==> src/rtl/gen_crd_rtn_top.sv <==
// rtl/gen_crd_rtn_top.sv - credit-return receiver: DEPTH-entry FIFO with coalesced credit grants
// Optional feature macro: GEN_CRD_RTN_COALESCE_EN (batching + timeout); default build returns one credit per pop.
module gen_crd_rtn_top #(
    parameter int DAT_W            = 8,
    parameter int DEPTH            = 8,
    parameter int MAX_CRD_GRNT_VAL = 2,
    parameter int RTN_TIMEOUT      = 4,
    localparam int CNT_W           = $clog2(DEPTH) + 1,
    localparam int CRD_GRNT_W      = $clog2(MAX_CRD_GRNT_VAL) + 1
) (
    input  logic                  clk,
    input  logic                  rst,
    input  logic                  in_vld,
    input  logic [DAT_W-1:0]      in_dat,
    output logic                  out_vld,
    input  logic                  out_rdy,
    output logic [DAT_W-1:0]      out_dat,
    output logic [CRD_GRNT_W-1:0] crd_grnt_val,
    output logic                  crd_grnt_en,
    output logic [CNT_W-1:0]      fill_cnt,
    output logic                  ovf_err
);

    localparam int PTR_W = (DEPTH > 1) ? $clog2(DEPTH) : 1;
    localparam logic [CNT_W-1:0] FULL_CNT = CNT_W'(DEPTH);
    localparam logic [PTR_W-1:0] LAST_PTR = PTR_W'(DEPTH - 1);

    // An out-of-range configuration elaborates this marker block; the sender
    // and receiver would disagree on batch sizes otherwise.
    if (MAX_CRD_GRNT_VAL < 1 || MAX_CRD_GRNT_VAL > DEPTH || RTN_TIMEOUT < 1) begin : g_illegal_config
    end

    logic [DAT_W-1:0] mem [DEPTH];
    logic [PTR_W-1:0] wr_ptr;
    logic [PTR_W-1:0] rd_ptr;
    logic             full;
    logic             push;
    logic             pop;

    // Pointers wrap explicitly so non-power-of-2 depths work.
    function automatic logic [PTR_W-1:0] ptr_inc(input logic [PTR_W-1:0] p);
        return (p == LAST_PTR) ? '0 : p + PTR_W'(1);
    endfunction

    // A push into a full FIFO is dropped even if a pop frees a slot this
    // cycle: the freed credit has not reached the sender yet.
    assign full    = (fill_cnt == FULL_CNT);
    assign push    = in_vld && !full;
    assign out_vld = (fill_cnt != '0);
    assign pop     = out_vld && out_rdy;
    assign out_dat = mem[rd_ptr];

    // Storage write; contents need no reset since occupancy gates visibility.
    always_ff @(posedge clk) begin
        if (push) begin
            mem[wr_ptr] <= in_dat;
        end
    end

    // Pointers, occupancy and sticky overflow flag.
    always_ff @(posedge clk or posedge rst) begin
        if (rst) begin
            wr_ptr   <= '0;
            rd_ptr   <= '0;
            fill_cnt <= '0;
            ovf_err  <= 1'b0;
        end else begin
            if (push) begin
                wr_ptr <= ptr_inc(wr_ptr);
            end
            if (pop) begin
                rd_ptr <= ptr_inc(rd_ptr);
            end
            case ({push, pop})
                2'b10:   fill_cnt <= fill_cnt + CNT_W'(1);
                2'b01:   fill_cnt <= fill_cnt - CNT_W'(1);
                default: fill_cnt <= fill_cnt;
            endcase
            if (in_vld && full) begin
                ovf_err <= 1'b1;
            end
        end
    end

`ifdef GEN_CRD_RTN_COALESCE_EN

    localparam int TMR_W = $clog2(RTN_TIMEOUT) + 1;
    localparam logic [TMR_W-1:0] TMR_LAST = TMR_W'(RTN_TIMEOUT - 1);
    localparam logic [CNT_W-1:0] MAX_CNT  = CNT_W'(MAX_CRD_GRNT_VAL);

    typedef enum logic {IDLE, ACCUM} state_t;

    state_t                  state;
    state_t                  state_nxt;
    logic [TMR_W-1:0]        timer;
    logic [TMR_W-1:0]        timer_nxt;
    logic [CNT_W-1:0]        pend;
    logic [CNT_W-1:0]        pend_nxt;
    logic [CNT_W-1:0]        rtn;
    logic                    en_nxt;
    logic [CRD_GRNT_W-1:0]   val_nxt;

    // Next credit-return state. The grant outputs are registered copies of
    // the grant decode applied to next pend/timer, so they always equal the
    // decode of the current registered pend/timer and have no input path.
    always_comb begin
        rtn       = crd_grnt_en ? CNT_W'(crd_grnt_val) : '0;
        pend_nxt  = pend + CNT_W'(pop) - rtn;
        state_nxt = state;
        timer_nxt = timer;
        case (state)
            IDLE: begin
                timer_nxt = '0;
                if (pop) begin
                    state_nxt = ACCUM;
                end
            end
            ACCUM: begin
                if (crd_grnt_en) begin
                    timer_nxt = '0;
                    state_nxt = (pend_nxt != '0) ? ACCUM : IDLE;
                end else begin
                    timer_nxt = timer + TMR_W'(1);
                end
            end
        endcase
        en_nxt  = (state_nxt == ACCUM) && ((pend_nxt >= MAX_CNT) || (timer_nxt == TMR_LAST));
        val_nxt = '0;
        if (en_nxt) begin
            val_nxt = (pend_nxt >= MAX_CNT) ? CRD_GRNT_W'(MAX_CRD_GRNT_VAL) : CRD_GRNT_W'(pend_nxt);
        end
    end

    // Return FSM with registered grant outputs.
    always_ff @(posedge clk or posedge rst) begin
        if (rst) begin
            state        <= IDLE;
            timer        <= '0;
            pend         <= '0;
            crd_grnt_en  <= 1'b0;
            crd_grnt_val <= '0;
        end else begin
            state        <= state_nxt;
            timer        <= timer_nxt;
            pend         <= pend_nxt;
            crd_grnt_en  <= en_nxt;
            crd_grnt_val <= val_nxt;
        end
    end

`else

    logic [CNT_W-1:0]      pend;
    logic [CNT_W-1:0]      pend_nxt;
    logic                  en_nxt;
    logic [CRD_GRNT_W-1:0] val_nxt;

    // Without batching every unreturned credit goes back the cycle after its
    // pop, so pend never exceeds one.
    always_comb begin
        pend_nxt = pend + CNT_W'(pop) - CNT_W'(crd_grnt_en);
        en_nxt   = (pend_nxt != '0);
        val_nxt  = en_nxt ? CRD_GRNT_W'(1) : '0;
    end

    // Registered single-credit return strobe.
    always_ff @(posedge clk or posedge rst) begin
        if (rst) begin
            pend         <= '0;
            crd_grnt_en  <= 1'b0;
            crd_grnt_val <= '0;
        end else begin
            pend         <= pend_nxt;
            crd_grnt_en  <= en_nxt;
            crd_grnt_val <= val_nxt;
        end
    end

`endif

endmodule
==> config.mk <==
export PLATFORM = sky130hd
export DESIGN_NAME = gen_crd_rtn_top
export DESIGN_NICKNAME = d
export VERILOG_FILES = /design/src/rtl/gen_crd_rtn_top.sv
export SDC_FILE = /design/constraint.sdc
export NUM_CORES = 1
export LEC_CHECK = 0
export ABC_AREA = 1
export CAP_MARGIN = 30
export CELL_PAD_IN_SITES_DETAIL_PLACEMENT = 1
export CELL_PAD_IN_SITES_GLOBAL_PLACEMENT = 2
export CORE_UTILIZATION = 41
export CTS_CLUSTER_DIAMETER = 40
export DETAILED_ROUTE_END_ITERATION = 10
export PLACE_DENSITY_LB_ADDON = 0.1
export SETUP_SLACK_MARGIN = 0.1
export SLEW_MARGIN = 20
export SYNTH_ARGS = -nofsm -noshare
export SYNTH_HDL_FRONTEND = slang
export SYNTH_SLANG_ARGS = --single-unit
==> constraint.sdc <==
create_clock -name clk -period 3.7 [get_ports clk]
set_input_delay 0.74 -clock clk [delete_from_list [all_inputs] [get_ports clk]]
set_output_delay 0.74 -clock clk [all_outputs]
set_load 0.03 [all_outputs]
# Word-level counts from Yosys, hierarchy flattened
# Memory sizes are Yosys's and may differ from the RTL's.
# Index checks and enable logic that the tools add are counted.
# W data, S select, Z words.
totals:
  wordCells: 32
  n_memories: 1
  register_bits: 17
  ramBits: 64
  in_bits: 12
memory_table:
  columns: ["name", "words", "width", "read_ports", "rd_clocked_by_memory_dff", "write_ports", "line_no", "source"]
  rows:
  - ["mem", 8, 8, 1, 0, 1, "33", "logic [DAT_W-1:0] mem [DEPTH];"]
op_classes:
  n_mux: 6
  n_eq_ne: 5
  n_addsub: 6
  n_reduce_logical: 7
op_table:
  columns: ["operator", "n"]
  rows:
  - ["$pmux W4 S2", 1]
  - ["$reduce_bool A4 Y1", 2]
  - ["$add A3 B1 Y3 const B", 2]
  - ["$eq A3 B3 Y1 const B", 2]
  - ["$mux W3", 2]
  - ["$add A4 B1 Y4", 1]
  - ["$add A4 B1 Y4 const B", 1]
  - ["$eq A4 B4 Y1 const B", 1]
  - ["$sub A4 B1 Y4", 1]
  - ["$sub A4 B1 Y4 const B", 1]
  - ["$logic_and A1 B1 Y1", 3]
  - ["$mux W1", 3]
  - ["$eq A2 B1 Y1 const B", 1]
  - ["$eq A2 B2 Y1 const B", 1]
  - ["$reduce_bool A2 Y1", 1]
  - ["$logic_not A1 Y1", 1]

# Depth between registers and ports, before layout
logic_depth:
  depth_word: 6
  depth_mapped: 13
  ltp_nobuf: 13

# Least setup slack after synthesis
# OpenSTA, ideal clock, no wires.
synth_timing:
  path_kind: "reg-to-reg"
  from: "register fill_cnt[0]"
  to: "register crd_grnt_en"
  stages_incl_launch_ff: 10
  required_ns: 3.575
  slack_ns: 1.485
  setup_time_ns: 0.125
  t_arrival_ns: 2.090
  n_path_buf: 0
  period_less_slack_ns: 2.215
  cell_sequence: "dfrtp_1 nor2_2 nand2_1 nand2_1 inv_1 ha_1 fa_1 xor2_1 nor3_1 nand2_1"
synth_between:
  elab_chain_cells: 5
synth_lines:
  columns: ["element", "line_no", "source"]
  rows:
  - ["start, declared", "20", "output logic [CNT_W-1:0] fill_cnt,"]
  - ["start signal, assigned", "75", "2'b10: fill_cnt <= fill_cnt + CNT_W'(1);"]
  - ["start signal, assigned", "76", "2'b01: fill_cnt <= fill_cnt - CNT_W'(1);"]
  - ["start signal, assigned", "77", "default: fill_cnt <= fill_cnt;"]
  - ["$reduce_bool A4 Y1", "49", "assign out_vld = (fill_cnt != '0);"]
  - ["via out_vld", "15", "output logic out_vld,"]
  - ["$logic_and A1 B1 Y1", "50", "assign pop = out_vld && out_rdy;"]
  - ["via pop", "38", "logic pop;"]
  - ["$add A4 B1 Y4", "161", "pend_nxt = pend + CNT_W'(pop) - CNT_W'(crd_grnt_en);"]
  - ["$sub A4 B1 Y4", "161", null]
  - ["via pend_nxt[2]", "154", "logic [CNT_W-1:0] pend_nxt;"]
  - ["$reduce_bool A4 Y1", "162", "en_nxt = (pend_nxt != '0);"]
  - ["via en_nxt", "155", "logic en_nxt;"]
  - ["end signal, assigned", "174", "crd_grnt_en <= en_nxt;"]
  - ["end, declared", "19", "output logic crd_grnt_en,"]
# The timed path passes the listed nets, and every way through them passes these cells.
# A chain may end at the register's enable or synchronous reset.

# Final worst setup path
layout_timing:
  from: "register rd_ptr[0]"
  to: "output out_dat[3]"
layout_between:
  elab_chain_cells: 1
layout_lines:
  columns: ["element", "line_no", "source"]
  rows:
  - ["start, declared", "35", "logic [PTR_W-1:0] rd_ptr;"]
  - ["start signal, assigned", "72", "rd_ptr <= ptr_inc(rd_ptr);"]
  - ["$mem_v2 Z8 W8", null, null]
  - ["end, declared", "17", "output logic [DAT_W-1:0] out_dat,"]
# Every way passes these cells.

==> flow_results.xml <==
<?xml version="1.0" encoding="UTF-8"?>
<metrics>
  <group name="run_status">
    <metric name="status" unit="">finished clean</metric>
  </group>
  <group name="sta">
    <metric name="setup-violations-final" unit="">0</metric>
    <metric name="setup-tns-final" unit="ns">0</metric>
    <metric name="final.period_utilization" unit="">0.857</metric>
    <metric name="tightestPinTransition" unit="ns">0.657</metric>
    <metric name="number_of_hold_slack_violations_in_the_final_timing_report" unit="">0</metric>
    <metric name="clock-skew-final" unit="ns">0.0103</metric>
    <metric name="final_max_slew_viol_count" unit="">0</metric>
    <metric name="worst_rel_slew_slack" unit="">0.561</metric>
    <metric name="setup_repair_after_global_routing_missed_its_margin" unit="">no</metric>
    <metric name="min_period" unit="ns">3.17</metric>
    <metric name="clock.fmax" unit="GHz">0.315</metric>
  </group>
  <group name="routing">
    <metric name="final_antenna_net_count" unit="">0</metric>
    <metric name="detailroute.wirelength.met3" unit="µm">151</metric>
    <metric name="met2_wirelength" unit="µm">3780</metric>
    <metric name="initialDrtViolationCount" unit="">62</metric>
    <metric name="dr.max_layer_used" unit="">met4</metric>
    <metric name="drcViolationCount" unit="">0</metric>
    <metric name="routed_via_density" unit="">4.97</metric>
    <metric name="drt_pre_antenna_iters" unit="">4</metric>
    <metric name="met1_wire_length" unit="µm">3410</metric>
    <metric name="post_drt_wl_per_cell" unit="µm">16.2</metric>
    <metric name="routed_wl" unit="µm">7490</metric>
    <metric name="via_count" unit="">2290</metric>
  </group>
  <group name="final_layout">
    <metric name="n_antenna_cell" unit="">0</metric>
    <metric name="flow.area_growth_from_synthesis" unit="%">17.3</metric>
    <metric name="layout_commonest_cell" unit="">sky130_fd_sc_hd__edfxtp_1</metric>
    <metric name="layout.cells.most_common_list" unit="">sky130_fd_sc_hd__edfxtp_1, sky130_fd_sc_hd__nor2_1, sky130_fd_sc_hd__nand2_1</metric>
    <metric name="post_route_cells_drive_above_1_share" unit="">0.101</metric>
    <metric name="final_nets" unit="">375</metric>
  </group>
  <group name="clock_tree">
    <metric name="clock_path_buffers" unit="">2</metric>
    <metric name="clock-sinks" unit="">80</metric>
    <metric name="cts-hold-fix-buffers" unit="">0</metric>
    <metric name="clk_latency" unit="ns">0.36</metric>
    <metric name="total_clock_buffers_created_by_cts" unit="">9</metric>
    <metric name="cts.clk_slew.worst_paths" unit="ns">0.08</metric>
    <metric name="ctsRootBufferMaster" unit="">sky130_fd_sc_hd__clkbuf_8</metric>
    <metric name="tritoncts_clock_tree" unit="">done</metric>
    <metric name="cts_repair_resize_count" unit="">0</metric>
    <metric name="count_of_h_tree_levels_built_during_cts" unit="">3</metric>
    <metric name="post-cts-setup-buffer-count" unit="">0</metric>
  </group>
  <group name="grt">
    <metric name="grt_first_pass_wirelength" unit="µm">12200</metric>
    <metric name="grt_max_degree" unit="">34</metric>
    <metric name="grt_antenna_before_repair" unit="">0</metric>
    <metric name="gr-usage-all-layers" unit="">0.190</metric>
    <metric name="grt_remaining_overflow" unit="">0</metric>
    <metric name="grt_pass1_vias" unit="">2402</metric>
  </group>
  <group name="synthesis">
    <metric name="synth_compound_area_frac" unit="">0.0866</metric>
    <metric name="yosys.area_share.xor_xnor" unit="">0.0150</metric>
    <metric name="mappedNetlistArea" unit="mm²">0.00351</metric>
    <metric name="postSynthCellCount" unit="">313</metric>
    <metric name="simple_gate_area_share_of_the_yosys_netlist" unit="">0.138</metric>
    <metric name="ys_warn_count" unit="">0</metric>
    <metric name="synth-seq-cells" unit="">80</metric>
    <metric name="synth_top_cells_by_area" unit="">sky130_fd_sc_hd__edfxtp_1, sky130_fd_sc_hd__dfrtp_1, sky130_fd_sc_hd__nor2_1, sky130_fd_sc_hd__nand2_1, sky130_fd_sc_hd__o21ai_0</metric>
    <metric name="avgSynthCellArea" unit="µm²">11.2</metric>
    <metric name="syn_nets" unit="">337</metric>
    <metric name="synth_top_area_cell" unit="">sky130_fd_sc_hd__edfxtp_1</metric>
    <metric name="post_synth_fa_ha_maj_area_fraction" unit="">0.0449</metric>
    <metric name="synth_top_family_by_area" unit="">simple AND/OR/NAND/NOR gates</metric>
    <metric name="yosys.area.top_type_share" unit="">0.547</metric>
    <metric name="yosysSeqAreaShare" unit="">0.661</metric>
    <metric name="synth.distinct_cells" unit="">28</metric>
    <metric name="synth.area.mux_share" unit="">0</metric>
  </group>
  <group name="pwr">
    <metric name="total_power" unit="mW">3.55</metric>
    <metric name="p_leak" unit="nW">1.61</metric>
    <metric name="vdd_drop_max" unit="V">0.000369</metric>
    <metric name="power.density" unit="mW/mm²">861</metric>
  </group>
  <group name="floorplan">
    <metric name="die_area" unit="mm²">0.00894</metric>
    <metric name="die_h" unit="µm">94.6</metric>
    <metric name="top_level_ports" unit="">29</metric>
    <metric name="chipWidth" unit="µm">94.6</metric>
    <metric name="design.core.area" unit="mm²">0.00826</metric>
    <metric name="row_count" unit="">33</metric>
    <metric name="floorplan.initialDensity" unit="">0.425</metric>
  </group>
  <group name="critical_path">
    <metric name="cp.arrival" unit="ns">2.43</metric>
    <metric name="startpoint_type" unit="">register</metric>
    <metric name="critPathCapture" unit="">out_dat[3]</metric>
    <metric name="worst-r2r-cell-count" unit="">12</metric>
    <metric name="category_of_the_critical_setup_timing_path" unit="">reg2out</metric>
    <metric name="timing.critical_path.fanout_max" unit="">13</metric>
    <metric name="worstSetupEndpointType" unit="">output port</metric>
    <metric name="worst_path_required" unit="ns">2.96</metric>
    <metric name="r2r_setup_slk" unit="ns">1.61</metric>
    <metric name="timing.rr.start" unit="">fill_cnt[2]$_DFFE_PP0P_</metric>
    <metric name="critical_path_start" unit="">rd_ptr[0]$_DFFE_PP0P_</metric>
    <metric name="timing.rr.end" unit="">fill_cnt[2]$_DFFE_PP0P_</metric>
  </group>
  <group name="job">
    <metric name="cap_viol_max_count" unit="">0</metric>
  </group>
  <group name="worst_hold_path">
    <metric name="hold_path.class" unit="">reg2reg</metric>
  </group>
  <group name="placement">
    <metric name="globalplace.congestion" unit="">0.767</metric>
    <metric name="port-buffer-count" unit="">27</metric>
    <metric name="dpl.hpwl" unit="µm">5030</metric>
  </group>
</metrics>
[synth_stat cells]
library cell,number
sky130_fd_sc_hd__a21oi_1,2
sky130_fd_sc_hd__a21oi_2,1
sky130_fd_sc_hd__buf_2,4
sky130_fd_sc_hd__buf_4,5
sky130_fd_sc_hd__buf_6,4
sky130_fd_sc_hd__clkinv_1,1
sky130_fd_sc_hd__conb_1,1
sky130_fd_sc_hd__dfrtp_1,16
sky130_fd_sc_hd__edfxtp_1,64
sky130_fd_sc_hd__fa_1,1
sky130_fd_sc_hd__ha_1,11
sky130_fd_sc_hd__inv_1,19
sky130_fd_sc_hd__inv_2,1
sky130_fd_sc_hd__inv_4,1
sky130_fd_sc_hd__nand2_1,51
sky130_fd_sc_hd__nand2_4,1
sky130_fd_sc_hd__nand3_1,4
sky130_fd_sc_hd__nand3_2,1
sky130_fd_sc_hd__nor2_1,60
sky130_fd_sc_hd__nor2_2,2
sky130_fd_sc_hd__nor3_1,1
sky130_fd_sc_hd__o21ai_0,36
sky130_fd_sc_hd__o21ai_1,17
sky130_fd_sc_hd__o21bai_1,1
sky130_fd_sc_hd__o22ai_2,1
sky130_fd_sc_hd__or2_4,1
sky130_fd_sc_hd__xnor2_1,2
sky130_fd_sc_hd__xor2_1,4
[flip-flops by register name (all words and copies together), names as in the netlist]
register and flops:
crd_grnt_en 1, fill_cnt 4, mem 64, ovf_err 1
pend 4, rd_ptr 3, wr_ptr 3
[power by group]
| part | internal (mW) | total [mW] | switching, mW |
|---|---|---|---|
| registers | 1.17 | 1.28 | 0.115 |
| logic | 0.591 | 1.58 | 0.988 |
| clock network | 0.380 | 0.691 | 0.311 |
[layout make-up]
class	count	area, µm²
Clock buffer	11	131
Inverter	22	85.1
Sequential cell	80	2320
Tap cell	105	131
Fill cell	915	4140
Timing Repair Buffer	40	368
Clock inverter	5	81.3
Multi-Input combinational cell	198	1000
[how the worst min path moves through the flow]
stage                                 end             startpoint  slack, ns  depth (start not counted)
detailed placement    ovf_err$_DFFE_PP0P_    ovf_err$_DFFE_PP0P_       0.48                          1
global placement      ovf_err$_DFFE_PP0P_    ovf_err$_DFFE_PP0P_       0.47                          1
CTS                   ovf_err$_DFFE_PP0P_    ovf_err$_DFFE_PP0P_       0.51                          1
floorplan           wr_ptr[0]$_DFFE_PP0P_  wr_ptr[0]$_DFFE_PP0P_       0.55                          2
global route          ovf_err$_DFFE_PP0P_    ovf_err$_DFFE_PP0P_       0.53                          1
finish                ovf_err$_DFFE_PP0P_    ovf_err$_DFFE_PP0P_       0.50                          1
[worst max-delay path: stages (launching register included)]
cell and delay, ns:
sky130_fd_sc_hd__dfrtp_1 0.64, sky130_fd_sc_hd__buf_4 0.28, sky130_fd_sc_hd__nor2_1 0.07, sky130_fd_sc_hd__nor2_1 0.11
sky130_fd_sc_hd__o21ai_0 0.10, sky130_fd_sc_hd__o21ai_1 0.09, sky130_fd_sc_hd__nand2_1 0.07, sky130_fd_sc_hd__nand2_1 0.07
sky130_fd_sc_hd__clkdlybuf4s50_1 0.66
[metal layers]
metal  track usage  vias to the layer above
met4        0.0833                        0
met5             0                        -
met1         0.231                     1128
li1              -                     1126
met3        0.0314                       12
met2         0.333                       24
[through the flow]
stage | utilization | cells | hold WS, ns | cell area, µm² | setup WS (ns)
final | 0.499 | 461 | 0.497 | 4120 | 0.528
after global routing | 0.499 | 461 | 0.530 | 4120 | 0.374
after CTS | 0.499 | 461 | 0.507 | 4120 | 0.512
after detailed placement | 0.473 | 445 | 0.479 | 3910 | 0.913
after global placement | 0.473 | 445 | 0.465 | 3910 | 0.965
after floorplan | - | 313 | 0.553 | 3510 | 1.49
[cell families after synthesis]
group	after synthesis
XOR/XNOR	6
flip-flops	80
other	1
buffers and inverters	35
AO/OA/AOI/OAI	58
adder cells (fa/ha/maj)	12
AND/OR/NAND/NOR	121
(Power assumes the default switching activity.)
